## config.mk

```make
export PLATFORM = sky130hd
export DESIGN_NAME = instr_fetch_queue
export DESIGN_NICKNAME = d
export VERILOG_FILES = /design/src/rtl/instr_fetch_queue.sv
export SDC_FILE = /design/constraint.sdc
export NUM_CORES = 1
export LEC_CHECK = 0
export ABC_CLOCK_PERIOD_IN_PS = 7600
export CAP_MARGIN = 20
export CORE_MARGIN = 3
export CORE_UTILIZATION = 65
export DETAILED_ROUTE_END_ITERATION = 16
export DONT_BUFFER_PORTS = 1
export PLACE_DENSITY = 0.81
export SLEW_MARGIN = 20
export SYNTH_ARGS = -nofsm -noshare
export SYNTH_HDL_FRONTEND = slang
export SYNTH_SLANG_ARGS = --single-unit
```

## constraint.sdc

```tcl
create_clock -name clk -period 7.6 [get_ports clk]
set_input_delay 0.76 -clock clk [delete_from_list [all_inputs] [get_ports clk]]
set_output_delay 0.76 -clock clk [all_outputs]
set_load 0.005 [all_outputs]
```

## src/rtl/instr_fetch_queue.sv

```systemverilog
// instr_fetch_queue: PC holder, single-outstanding imem fetch and DEPTH-entry instruction FIFO with redirect flush
module instr_fetch_queue #(
  parameter logic [31:0] RESET_PC = 32'h0000_0000,
  parameter int DEPTH = 4
) (
  input  logic        clk,
  input  logic        rst,
  output logic        imem_req,
  output logic [31:0] imem_addr,
  input  logic        imem_ack,
  input  logic [31:0] imem_rdata,
  input  logic        redirect,
  input  logic [31:0] redirect_pc,
  output logic        out_valid,
  input  logic        out_ready,
  output logic [31:0] out_instr,
  output logic [31:0] out_pc,
  output logic [6:0]  Op_Code,
  output logic [9:0]  funct
);
  localparam int AW = $clog2(DEPTH);
  localparam logic [AW:0] FULL = (AW+1)'(DEPTH);
  typedef enum logic [1:0] {IDLE, REQ, DROP} state_t;
  state_t state, state_n;
  logic [31:0] fetch_pc, drop_addr;
  logic [31:0] mem_instr [DEPTH];
  logic [31:0] mem_pc [DEPTH];
  logic [AW-1:0] wr_ptr, rd_ptr;
  logic [AW:0] count, count_n;
  logic push, pop;
  assign out_valid = count != '0;
  assign pop = out_valid && out_ready && !redirect;
  assign push = state == REQ && imem_ack && !redirect;
  assign count_n = count + {{AW{1'b0}}, push} - {{AW{1'b0}}, pop};
  assign imem_req = !rst && state != IDLE;
  assign imem_addr = state == DROP ? drop_addr : fetch_pc;
  assign out_instr = out_valid ? mem_instr[rd_ptr] : 32'h0000_0013;
  assign out_pc = out_valid ? mem_pc[rd_ptr] : 32'h0;
  assign Op_Code = out_instr[6:0];
  assign funct = {out_instr[31:25], out_instr[14:12]};
  always_comb begin
    state_n = state;
    if (redirect)
      state_n = (state != IDLE && !imem_ack) ? DROP : REQ;
    else if (state == IDLE)
      state_n = count < FULL ? REQ : IDLE;
    else if (state == REQ)
      state_n = (imem_ack && count_n >= FULL) ? IDLE : REQ;
    else
      state_n = imem_ack ? REQ : DROP;
  end
  always_ff @(posedge clk) begin
    if (rst) begin
      state <= IDLE;
      fetch_pc <= RESET_PC;
      drop_addr <= RESET_PC;
      count <= '0;
      wr_ptr <= '0;
      rd_ptr <= '0;
    end else begin
      state <= state_n;
      if (redirect) begin
        fetch_pc <= {redirect_pc[31:2], 2'b00};
        count <= '0;
        wr_ptr <= '0;
        rd_ptr <= '0;
        if (state == REQ && !imem_ack) drop_addr <= fetch_pc;
      end else begin
        count <= count_n;
        if (push) begin
          wr_ptr <= wr_ptr + 1'b1;
          fetch_pc <= fetch_pc + 32'd4;
        end
        if (pop) rd_ptr <= rd_ptr + 1'b1;
      end
    end
  end
  always_ff @(posedge clk) begin
    if (push && !rst) begin
      mem_instr[wr_ptr] <= imem_rdata;
      mem_pc[wr_ptr] <= fetch_pc;
    end
  end
endmodule
```

==> out/results.ini, run 1 <==
[worst_setup_path]
cp.required_ns=6.84
crit_arrival_ns=2.85
reg2reg_slack_ns=4.37
path_class=flop to primary output
cp-end-kind=primary output
r2r_start=count[1]$_SDFF_PP0_
ff2ff_path_depth=12
start_kind=flop
worst-path-max-fanout=42
r2r_end=state[0]$_SDFF_PP0_

[synthesis]
ys_top_cells_by_area=edfxtp_1 (56%), dfxtp_1 (11%), mux4_2 (11%)
synth_edf_count=248
yosysTopAreaCellShare_pct=56.2
synth_seq_cells=319
syn-instance-count=865
netlist.top_cell.by_area=edfxtp_1
yosysSeqAreaShare_pct=66.9
synth_area_um2=13300
synthFlopType=edfxtp_1
ys_warn_count=0
async_flop_share_pct=0
avgSynthCellArea_um2=15.3
synth.distinct_cells=54

[drt]
drc=0
avgRoutedWirePerCell_um=23.6
drt_iter0_drc=515
drtAntennaViolNets=0
drt-pass1-iter-count=6
via_count=7279
vias_per_cell=6.45
wirelength_mm=26.6

[outcome]
status=finished clean

[global_routing]
antenna_found_initial=0
grt_pass1_wl_mm=41.8
grt_pass1_vias=7495
overflow=0
grt_max_degree=63
grt_use_total_pct=24.0

[timing]
max_slew_margin_pct=37.7
fin_tns_setup_ns=0
worst_slew_pin_slew_ns=0.935
hold_violations=0
final.setup_skew_ns=0.00924
fin_crit_ns=3.61
setup_slack_ns=3.99
setup_viol=0
finalCritPeriodShare_pct=47.5
rsz0062_at_grt=no
max_freq_mhz=277
finalMaxSlewViolations=0

[die]
die_w_um=149
ios=184
coreArea_um2=19800
fp.dieH_um=149
die-area_um2=22200
initial_core_util_pct=67.0
rows=51

[layout]
final_common_cell=edfxtp_1
fillers=1243
syn2layout_area_growth_pct=8.22
antennaDiodeCount=0
layout_common_cells=edfxtp_1 (248), nand2_1 (77), dfxtp_1 (69)
design_area_um2=14400
regArea_um2=8870
finalNetCount=916
drive_gt1_share_pct=19.8
multi_input_area_um2=3930
fin_cells=1129
final_util_pct=72.5

[placement]
dpl_worst_slack_ns=4.42
place_hpwl_mm=16.1
portBuffers=0
gp_congestion=0.830
dp.cells=1071
placed_cell_area_um2=13300

[worst_hold_path]
min_to=drop_addr[16]$_SDFFE_PP0P_
hp-start=rst
min_path_type=input port to flop
min_delay_path_depth=1

[clock_tree]
clock_latency_ns=0.54
cts_buffers=31
post_cts_buffers=0
cts.repair.resized=0
cts_tree=done
clock-sinks=319
cts_max_level=1
path_clk_slew_ns=0.06
cts_hold_buf=0
cts_root_buf=clkbuf_16
clockBufferDepth=3

[power]
ir_drop_uv=208
power.leakage_nw=4.53
power_density_nw_per_um2=252

[run]
cap_violations=0

-- metal layers --
| metal | vias to the layer above | global-route usage (%) | wire (µm) |
|---|---|---|---|
| met5 | - | 0 | 0 |
| met4 | 0 | 4.35 | 362 |
| met3 | 34 | 6.47 | 2790 |
| met2 | 354 | 40.2 | 13100 |
| met1 | 3652 | 32.7 | 10400 |
| li1 | 3239 | - | - |
-- critical path, cell delays in order (launching register included) --
cell     delay [ns]
dfxtp_4        0.61
buf_4          0.73
mux4_2         0.60
or2_2          0.33
-- Yosys cell counts (all sizes together), types with 10 or more instances --
cell type / number
a21oi: 35
a311oi: 14
and2: 68
buf: 37
clkbuf: 36
dfxtp: 71
edfxtp: 248
inv: 15
mux2: 28
mux4: 62
nand2: 77
nand4: 14
nor2: 32
nor3: 12
o21ai: 11
o31ai: 10
-- state kept, by name (all words and copies together) (netlist names), named ones only --
| signal | count |
|---|---|
| drop_addr | 30 |
| wr_ptr | 2 |
| mem_instr | 128 |
| rd_ptr | 2 |
| fetch_pc | 30 |
| mem_pc | 120 |
| state | 2 |
| count | 3 |
-- per-stage QoR --
stage               power, mW  hold WS, ns
CTS                      3.64        0.263
finish                   3.61        0.286
global placement         2.07        0.432
detailed placement       2.07        0.440
global route             3.72        0.264
floorplan                2.05        0.433
-- where the power goes --
group	leakage, nW	internal [mW]	switching, mW	total, mW
registers	2.83	1.90	0.0405	1.94
logic	1.19	0.0402	0.0544	0.0946
clock network	0.518	0.948	0.625	1.57
-- how the worst max path moves through the flow --
stage                              startpoint                   endpoint  slack [ns]  cells after the start
after global placement                   flop                 Op_Code[1]        4.48                      3
after CTS                                flop                 Op_Code[1]        3.87                      3
final                                    flop                 Op_Code[1]        3.99                      3
after floorplan                      redirect  mem_instr[0][0]$_DFFE_PP_        4.40                      5
after detailed placement  count[1]$_SDFF_PP0_        state[0]$_SDFF_PP0_        4.42                     12
after global routing                     flop                 Op_Code[1]        3.71                      3
-- cells by family (layout without fill, tap and decap cells) --
kind of cell / Yosys count / count (layout) / synth area share, %
AOI/OAI and AO/OA: 95 / 95 / 4.75
xor gates and xnor gates: 12 / 12 / 0.793
adders and majority gates: 8 / 8 / 0.811
buffers and inverters: 88 / 84 / 3.64
DFF: 319 / 319 / 66.9
muxes: 91 / 91 / 13.0
other: 1 / 4 / 0.0283
and+or+nand+nor: 251 / 251 / 10.1
-- area by class of cell --
| type | instances | area share [%] |
|---|---|---|
| clock buffers | 36 | 5.75 |
| clock inverters | 22 | 1.78 |
| inverters | 15 | 0.392 |
| multi-input cells | 461 | 27.4 |
| flip-flops and latches | 319 | 61.8 |
| well taps | 265 | 2.31 |
| repair buffers | 11 | 0.558 |
(Power assumes the default switching activity.)
==> inputs of run 2 (changes only) <==
Settings changed: ABC_CLOCK_PERIOD_IN_PS 7600 to 3300, CORE_UTILIZATION 65 to 57, PLACE_DENSITY 0.81 to 0.75.
Clock period 7.6 ns to 3.3 ns, I/O delays scaled along.
==> run 2 against run 1 <==
Compared with the run above:
- register-to-register slack got worse by 3.8 ns
- setup slack got worse by 3.4 ns
- clock power increased by 130%
- wire length increased by 1.9%
- clock-buffer cell count increased by 9
- sequential share of layout area decreased by 2.8 points
- first-iteration DRC count increased by 19%
- via count increased by 3.6%
- flip-flop and latch count unchanged
- non-clock buffer count increased by 62
- global-route usage decreased by 2.7 points
- highest routed layer unchanged
==> out/results.ini, run 2 (synthesis gave the netlist of run 1 again) <==
[timing]
setup_slack_ns=0.562
rsz0062_at_grt=no
holdWs_ns=0.0251
final.setup_skew_ns=0.00894
max_freq_mhz=365
hold_violations=0
max_slew_margin_pct=36.0
worst_slew_pin_slew_ns=0.961
fin_tns_setup_ns=0
setup_viol=0
fin_crit_ns=2.74
finalMaxSlewViolations=0
finalCritPeriodShare_pct=83.0

[worst_setup_path]
crit_arrival_ns=2.41
path_class=flop to primary output
ff2ff_path_depth=4
r2r_start=fetch_pc[15]$_SDFFE_PP0P_
cp-end-kind=primary output
worst-path-max-fanout=28
reg2reg_slack_ns=0.60
crit_buf_inv=1
crit_chain=buf_4, mux4_2, and2_1
cp_top_family=flip-flops
cp.required_ns=2.97
start_kind=flop
cp_slowest_cell=dfxtp_4
cpPeakStageDelay_ns=0.72
r2r_end=fetch_pc[25]$_SDFFE_PP0P_

[global_routing]
grt_use_total_pct=21.3
grt_pass1_vias=7629
grt_pass1_wl_mm=41.8
antenna_found_initial=0
grt_max_degree=63
overflow=0

[power]
p_int_mw=6.66
p_sw_mw=1.67
comb_power_share_pct=3.7
power_density_nw_per_um2=554
sw_frac_of_total_pct=20.1
pwr-share-clk_pct=42.6
p_total_mw=8.33
power.leakage_nw=4.80
seq_power_share_pct=53.7
ir_drop_uv=429

[die]
ios=184
die-area_um2=25100
rows=55
die_w_um=159
fp.dieH_um=159
initial_core_util_pct=58.2
coreArea_um2=22800

[drt]
via_count=7538
wirelength_mm=27.2
vias_per_cell=6.09
drtAntennaViolNets=0
drc=0
drt-pass1-iter-count=5
drt_iter0_drc=614
avgRoutedWirePerCell_um=21.9

[layout]
largestRegisters=mem_instr: 128 flops, mem_pc: 120 flops
drive_gt1_share_pct=18.4
final_common_cell=edfxtp_1
finalNetCount=978
layout_common_cells=edfxtp_1 (248), nand2_1 (77), dfxtp_1 (69)
final_util_pct=66.0
largest_reg_flops=128
fillers=1535
syn2layout_area_growth_pct=13.4
design_area_um2=15000
fin_cells=1238
regMostFlops=mem_instr
antennaDiodeCount=0

[clock_tree]
path_clk_slew_ns=0.06
cts_max_level=1
cts_tree=done
post_cts_buffers=0
clock_latency_ns=0.54
cts_root_buf=clkbuf_16
clockBufferDepth=3
clock-sinks=319
cts_buffers=31

[worst_hold_path]
min_delay_path_depth=2
min_to=fetch_pc[29]$_SDFFE_PP0P_
hp-start=redirect_pc[29]
min_path_type=input port to flop

[placement]
placed_cell_area_um2=13400
dpl_worst_slack_ns=0.615
gp_congestion=0.923
place_hpwl_mm=16.4
portBuffers=0
dp.cells=1122

[outcome]
status=finished clean

[run]
cap_violations=0

## run 2: worst max-delay path by stage
stage | to | slack, ns | cells after the start
after CTS | out_instr[13] | 0.47 | 3
after global routing | state[0]$_SDFF_PP0_ | 0.36 | 13
after global placement | state[0]$_SDFF_PP0_ | 0.72 | 13
after floorplan | mem_instr[0][0]$_DFFE_PP_ | 0.47 | 4
after detailed placement | state[0]$_SDFF_PP0_ | 0.62 | 13
final | out_instr[13] | 0.56 | 3
## run 2: layer usage
layer | part of all wire, % | global-route usage (%)
met1 | 41 | 28.7
met2 | 50 | 36.0
met3 | 7.8 | 4.62
met4 | 1.6 | 5.20
met5 | 0 | 0
## run 2: cell type report
| cell class | instances | area (µm²) | area share (%) |
|---|---|---|---|
| clock buffers | 45 | 868 | 5.78 |
| clock inverters | 12 | 166 | 1.11 |
| inverters | 15 | 56.3 | 0.375 |
| multi-input cells | 461 | 3930 | 26.2 |
| flip-flops and latches | 319 | 8870 | 59.0 |
| well taps | 313 | 392 | 2.61 |
| repair buffers | 73 | 743 | 4.94 |
## run 2: power by group through the flow
| stage | Clock (mW) | Sequential [mW] | Combinational [mW] |
|---|---|---|---|
| final | 3.55 | 4.48 | 0.309 |
| after CTS | 3.60 | 4.47 | 0.309 |
| after global routing | 3.77 | 4.48 | 0.338 |
| after global placement | 0 | 4.55 | 0.216 |
| after detailed placement | 0 | 4.56 | 0.222 |
| after floorplan | 0 | 4.52 | 0.205 |
## run 2: what timing repair did
action | CTS | global route
endpoints found under the hold margin | 186 | 0
endpoints found under the setup margin | 0 | 0
resized for setup | 0 | 0
hold buffers | 59 | 0
